File: src/rtl/piso_serializer_if.sv
// ============================================================================
//  Module   : piso_serializer_if
//  Purpose  : Parallel-word handshake and serial output bundle for the
//             piso_serializer.
//  Revision : 1.0  initial release
// ============================================================================
`default_nettype none

interface piso_serializer_if #(
    parameter int WIDTH = 8
);
    logic [WIDTH-1:0] din;
    logic             din_valid;
    logic             din_ready;
    logic             so;
    logic             so_valid;
    logic             word_done;

    modport master (
        output din,
        output din_valid,
        input  din_ready,
        input  so,
        input  so_valid,
        input  word_done
    );

    modport slave (
        input  din,
        input  din_valid,
        output din_ready,
        output so,
        output so_valid,
        output word_done
    );
endinterface

`default_nettype wire

File: src/rtl/piso_serializer.sv
// ============================================================================
//  Module   : piso_serializer
//  Purpose  : Parallel-in/serial-out serializer with a one-word holding
//             buffer so consecutive words stream without an idle gap.
//  Revision : 1.0  initial release
// ============================================================================
`default_nettype none

module piso_serializer #(
    parameter int WIDTH     = 8,
    parameter bit LSB_FIRST = 1'b1
) (
    input  logic              clk,
    input  logic              rst,
    piso_serializer_if.slave  bus
);

    localparam int                 c_CNT_W = $clog2(WIDTH);
    localparam logic [c_CNT_W-1:0] c_LAST  = c_CNT_W'(WIDTH - 1);

    localparam logic [0:0] c_IDLE  = 1'b0;
    localparam logic [0:0] c_SHIFT = 1'b1;

    logic [0:0]         r_state;
    logic [WIDTH-1:0]   r_hold;
    logic               r_hold_full;
    logic [WIDTH-1:0]   r_sh;
    logic [c_CNT_W-1:0] r_cnt;

    logic               w_accept;
    logic               w_last;
    logic               w_load;
    logic [WIDTH-1:0]   w_sh_next;
    logic               w_out_bit;

    assign w_accept = bus.din_valid && !r_hold_full;
    assign w_last   = (r_state == c_SHIFT) && (r_cnt == c_LAST);
    // Reload either from idle or exactly on the last bit, giving gap-free streaming.
    assign w_load   = r_hold_full && ((r_state == c_IDLE) || w_last);

    generate
        if (LSB_FIRST) begin : g_lsb_first
            assign w_sh_next = {1'b0, r_sh[WIDTH-1:1]};
            assign w_out_bit = r_sh[0];
        end else begin : g_msb_first
            assign w_sh_next = {r_sh[WIDTH-2:0], 1'b0};
            assign w_out_bit = r_sh[WIDTH-1];
        end
    endgenerate

    always_ff @(posedge clk) begin
        if (rst) begin
            r_state     <= c_IDLE;
            r_hold      <= '0;
            r_hold_full <= 1'b0;
            r_sh        <= '0;
            r_cnt       <= '0;
        end else begin
            if (w_accept) begin
                r_hold      <= bus.din;
                r_hold_full <= 1'b1;
            end

            if (w_load) begin
                r_sh        <= r_hold;
                r_cnt       <= '0;
                r_state     <= c_SHIFT;
                r_hold_full <= 1'b0;
            end else if (r_state == c_SHIFT) begin
                if (r_cnt != c_LAST) begin
                    r_sh  <= w_sh_next;
                    r_cnt <= r_cnt + 1'b1;
                end else begin
                    r_state <= c_IDLE;
                end
            end
        end
    end

    assign bus.din_ready = !r_hold_full && !rst;
    assign bus.so        = (r_state == c_SHIFT) && w_out_bit;
    assign bus.so_valid  = (r_state == c_SHIFT);
    assign bus.word_done = w_last;

endmodule

`default_nettype wire

File: src/flat_wrapper.sv
// flat-port wrapper written by rule: the top's interface ports become plain ports
module piso_serializer_flat 
#(
    parameter int WIDTH     = 8,
    parameter bit LSB_FIRST = 1'b1
)
  (clk, rst, bus_din, bus_din_valid, bus_din_ready, bus_so, bus_so_valid, bus_word_done);
  piso_serializer_if #(.WIDTH(WIDTH)) bus_i ();
  input  logic clk;
  input  logic rst;
  input wire logic [$bits(bus_i.din)-1:0] bus_din;
  input wire logic [$bits(bus_i.din_valid)-1:0] bus_din_valid;
  output wire logic [$bits(bus_i.din_ready)-1:0] bus_din_ready;
  output wire logic [$bits(bus_i.so)-1:0] bus_so;
  output wire logic [$bits(bus_i.so_valid)-1:0] bus_so_valid;
  output wire logic [$bits(bus_i.word_done)-1:0] bus_word_done;
  assign bus_i.din = bus_din;
  assign bus_i.din_valid = bus_din_valid;
  assign bus_din_ready = bus_i.din_ready;
  assign bus_so = bus_i.so;
  assign bus_so_valid = bus_i.so_valid;
  assign bus_word_done = bus_i.word_done;
  piso_serializer #(.WIDTH(WIDTH), .LSB_FIRST(LSB_FIRST)) u_core (.clk(clk), .rst(rst), .bus(bus_i));
endmodule
File: config.mk
export PLATFORM = sky130hd
export DESIGN_NAME = piso_serializer_flat
export DESIGN_NICKNAME = d
export VERILOG_FILES = /design/src/rtl/piso_serializer_if.sv /design/src/rtl/piso_serializer.sv /design/src/flat_wrapper.sv
export SDC_FILE = /design/constraint.sdc
export NUM_CORES = 1
export LEC_CHECK = 0
export CORE_MARGIN = 2
export CORE_UTILIZATION = 30
export DETAILED_ROUTE_END_ITERATION = 8
export GPL_TIMING_DRIVEN = 0
export MAX_ROUTING_LAYER = met4
export PLACE_DENSITY = 0.47
export SYNTH_ARGS = -nofsm -noshare
export SYNTH_HDL_FRONTEND = slang
export SYNTH_SLANG_ARGS = --single-unit
File: constraint.sdc
create_clock -name clk -period 1.6 [get_ports clk]
set_clock_uncertainty 0.05 [all_clocks]
set_input_delay 0.48 -clock clk [delete_from_list [all_inputs] [get_ports clk]]
set_output_delay 0.48 -clock clk [all_outputs]
set_load 0.005 [all_outputs]
==> results by group <==
Detailed routing
  • WL/cell: 12.6 microns
  • Remaining antenna violation count after routing: 0
  • Final wirelength: 1900 microns
  • DRT Pass-1 Iters: 2
  • DRT iter0 DRCs: 8
  • DRC: 0
  • Vias/cell: 4.79
  • Total number of vias: 723

Timing
  • RSZ-0062 raised after global routing: true
  • Fin crit share: 108%
  • Slew @ Worst Pin: 0.579 ns
  • Min Hold Slack: 0.414 ns
  • Highest clock rate: 579 MHz
  • Fin. max-slew vios: 0
  • Final Hold Fails: 0
  • Tmin final: 1.73 ns
  • Max_slew headroom: 61.4%
  • Worst Setup Slack, final: -0.126 ns
  • # setup viols final: 2

Global route
  • Largest net degree at the start of global routing: 12
  • First-pass GRT wire length: 3370 microns
  • Vias in the first global route: 756
  • Remaining global-route overflow: 0
  • Tot GR Track Use: 13.6%
  • Initial antenna violation count: 0

Clocking
  • Clk slew on worst S/H paths: 0.12 ns
  • CTS Buf Count: 3
  • Clock net sink count: 21
  • Clock Latency Late Sink: 0.30 ns
  • CTS tree: done
  • Clk buf depth: 2
  • CTS root buf: clkbuf_4
  • Max H-tree Level: 1

Synthesis
  • Most frequent cells after synthesis: dfxtp_1, nand2_1, a21oi_1
  • EDFF count, synth: 0
  • Top-area cell type share of the netlist area: 47.0%
  • Top FF cell, synth: dfxtp_1
  • XOR/XNOR Fraction of Synth Area: 0%
  • Mux cell area share after synthesis: 8.95%
  • Post-synth top area cell: dfxtp_1
  • Mean post-synth cell area: 9.13 sq um
  • FFs w/ async S/R, synth: 0%
  • Synth warnings: 0
  • Post-synthesis cell area: 895 sq um
  • Largest family of logic cells by synthesized area: simple AND/OR/NAND/NOR gates
  • Adder-cell share of the synthesized area: 2.80%
  • Distinct cells, synth: 17
  • Synth Register Bits: 21
  • Count leader, synth: dfxtp_1
  • Syn nets: 111
  • Simple-gate share of the synthesized area: 20.1%
  • Synth top area cells: dfxtp_1, mux2i_1, nand2_1, a21oi_1, a211oi_1
  • Syn Inst Count: 98
  • Sequential area share after synthesis: 47.0%
  • Compound-Gate Fraction of Synth Area: 13.1%

Setup path
  • WS Path Type: reg -> out
  • Critical Path RT: 1.07 ns
  • Crit. End Element: output port
  • Startpoint Class: flop
  • Critical-path maximum fanout: 2
  • CP arrival: 1.20 ns

Floorplan
  • Die area: 3430 sq um
  • Die Wd: 58.6 microns
  • IO Pins: 15
  • Die Span Y: 58.6 microns
  • Core outline area: 2810 sq um
  • Initial Util: 31.9%
  • Std cell rows: 19

Cells and area
  • Nets: 134
  • Layout cells sized above 1: 25.0%
  • # diodes: 0
  • # fillers: 297
  • Area Overhead vs Synth: 34.3%

Placement
  • Hpwl dp: 1300 microns
  • Port Buffers: 14
  • Dpl ws: -0.933 ns
  • RD Place Congestion: 0.714

Flow run
  • Max-cap violation count: 0

Status
  • Failing checks: setup timing
  • Status: finished with violations

Power and ir drop
  • VDD IR max: 0.376 mV
  • Power Dens Cells: 843 nW/um^2
  • LEAKAGE: 0.000461 uW

Hold path
  • Hold WC Path Type: reg -> reg
-- routing by layer --
layer	up-vias	part of all wire (%)	global-route usage, %
li1	375	-	-
met1	339	44	15.7
met2	7	52	22.8
met3	2	2.0	1.98
met4	0	1.3	7.47
met5	-	0	-
-- final timing paths --
check / from / end / slack (ns) / cells past startpoint
worst max register to register: u_core.r_cnt[0]$_SDFFE_PP0P_ / u_core.r_sh[1]$_SDFFE_PP0P_ / 0.05 / 7
worst min register to register: u_core.r_hold[0]$_SDFFE_PP0P_ / u_core.r_hold[0]$_SDFFE_PP0P_ / 0.41 / 2
worst max-delay path: u_core.r_cnt[0]$_SDFFE_PP0P_ / bus_word_done / -0.13 / 4
worst min-delay path: u_core.r_hold[0]$_SDFFE_PP0P_ / u_core.r_hold[0]$_SDFFE_PP0P_ / 0.41 / 2
-- sequential cells by signal, indices dropped and copies added (netlist names) --
| name | flops |
|---|---|
| u_core.bus.so_valid | 1 |
| u_core.r_hold | 8 |
| u_core.r_sh | 8 |
| u_core.r_cnt | 3 |
| u_core.r_hold_full | 1 |
-- where the power goes --
part | internal [uW] | total [uW] | switching (uW)
clock network | 97.0 | 252 | 155
registers | 558 | 577 | 18.7
logic | 97.6 | 184 | 86.0
total | 753 | 1010 | 260
-- cell usage in the layout, fill, tap and decap left out --
cell	instances
a211oi_1	2
a211oi_2	5
a21oi_1	12
and2_1	1
and2_4	1
buf_12	1
buf_2	3
buf_4	4
buf_6	3
buf_8	1
clkbuf_1	2
clkbuf_4	3
clkbuf_8	1
clkdlybuf4s15_1	2
clkdlybuf4s50_1	9
dfxtp_1	17
dfxtp_2	4
dlygate4sd2_1	1
ha_4	2
mux2i_1	8
nand2_1	18
nand2b_1	3
nand3b_1	3
nor2_1	10
nor2_4	1
nor2b_1	1
nor2b_2	1
nor3_1	1
-- cell families (layout without fill, tap and decap cells) --
group / after synthesis / count (layout)
simple gates: 40 / 40
fa+ha+maj: 2 / 2
mux: 8 / 8
buf+inv: 8 / 30
flops: 21 / 21
compound gates: 19 / 19
-- stage by stage --
step	instance area (sq um)	TNS [ns]	power [uW]	cells	utilization (%)
final	1200	-0.131	1010	151	42.8
after global routing	1200	-0.237	1080	151	42.8
after CTS	1160	-0.323	1020	151	41.3
after detailed placement	1070	-3.47	751	143	38.3
after global placement	1070	-3.59	749	143	38.3
after floorplan	895	0	688	98	-
-- worst max-delay path: stages (launching register included) --
cell     delay [ns]
dfxtp_2        0.35
ha_4           0.16
ha_4           0.15
and2_4         0.13
buf_6          0.10
-- timing repair --
action | in CTS | in global routing
hold buffers | 0 | 0
gates cloned | 0 | 0
hold endpoints to repair | 0 | 0
setup buffers | 4 | 0
resized for setup | 18 | 16
setup endpoints to repair | 4 | 11
pin swaps | 2 | 3
-- cell type report --
| class | count | area (sq um) | area share [%] |
|---|---|---|---|
| Clock buffer | 4 | 26.3 | 2.19 |
| Buffer | 8 | 85.1 | 7.08 |
| Tap cell | 31 | 38.8 | 3.23 |
| Timing Repair Buffer | 18 | 165 | 13.7 |
| Multi-Input combinational cell | 69 | 460 | 38.3 |
| Sequential cell | 21 | 425 | 35.4 |
Power figures use the tool's default switching activity.
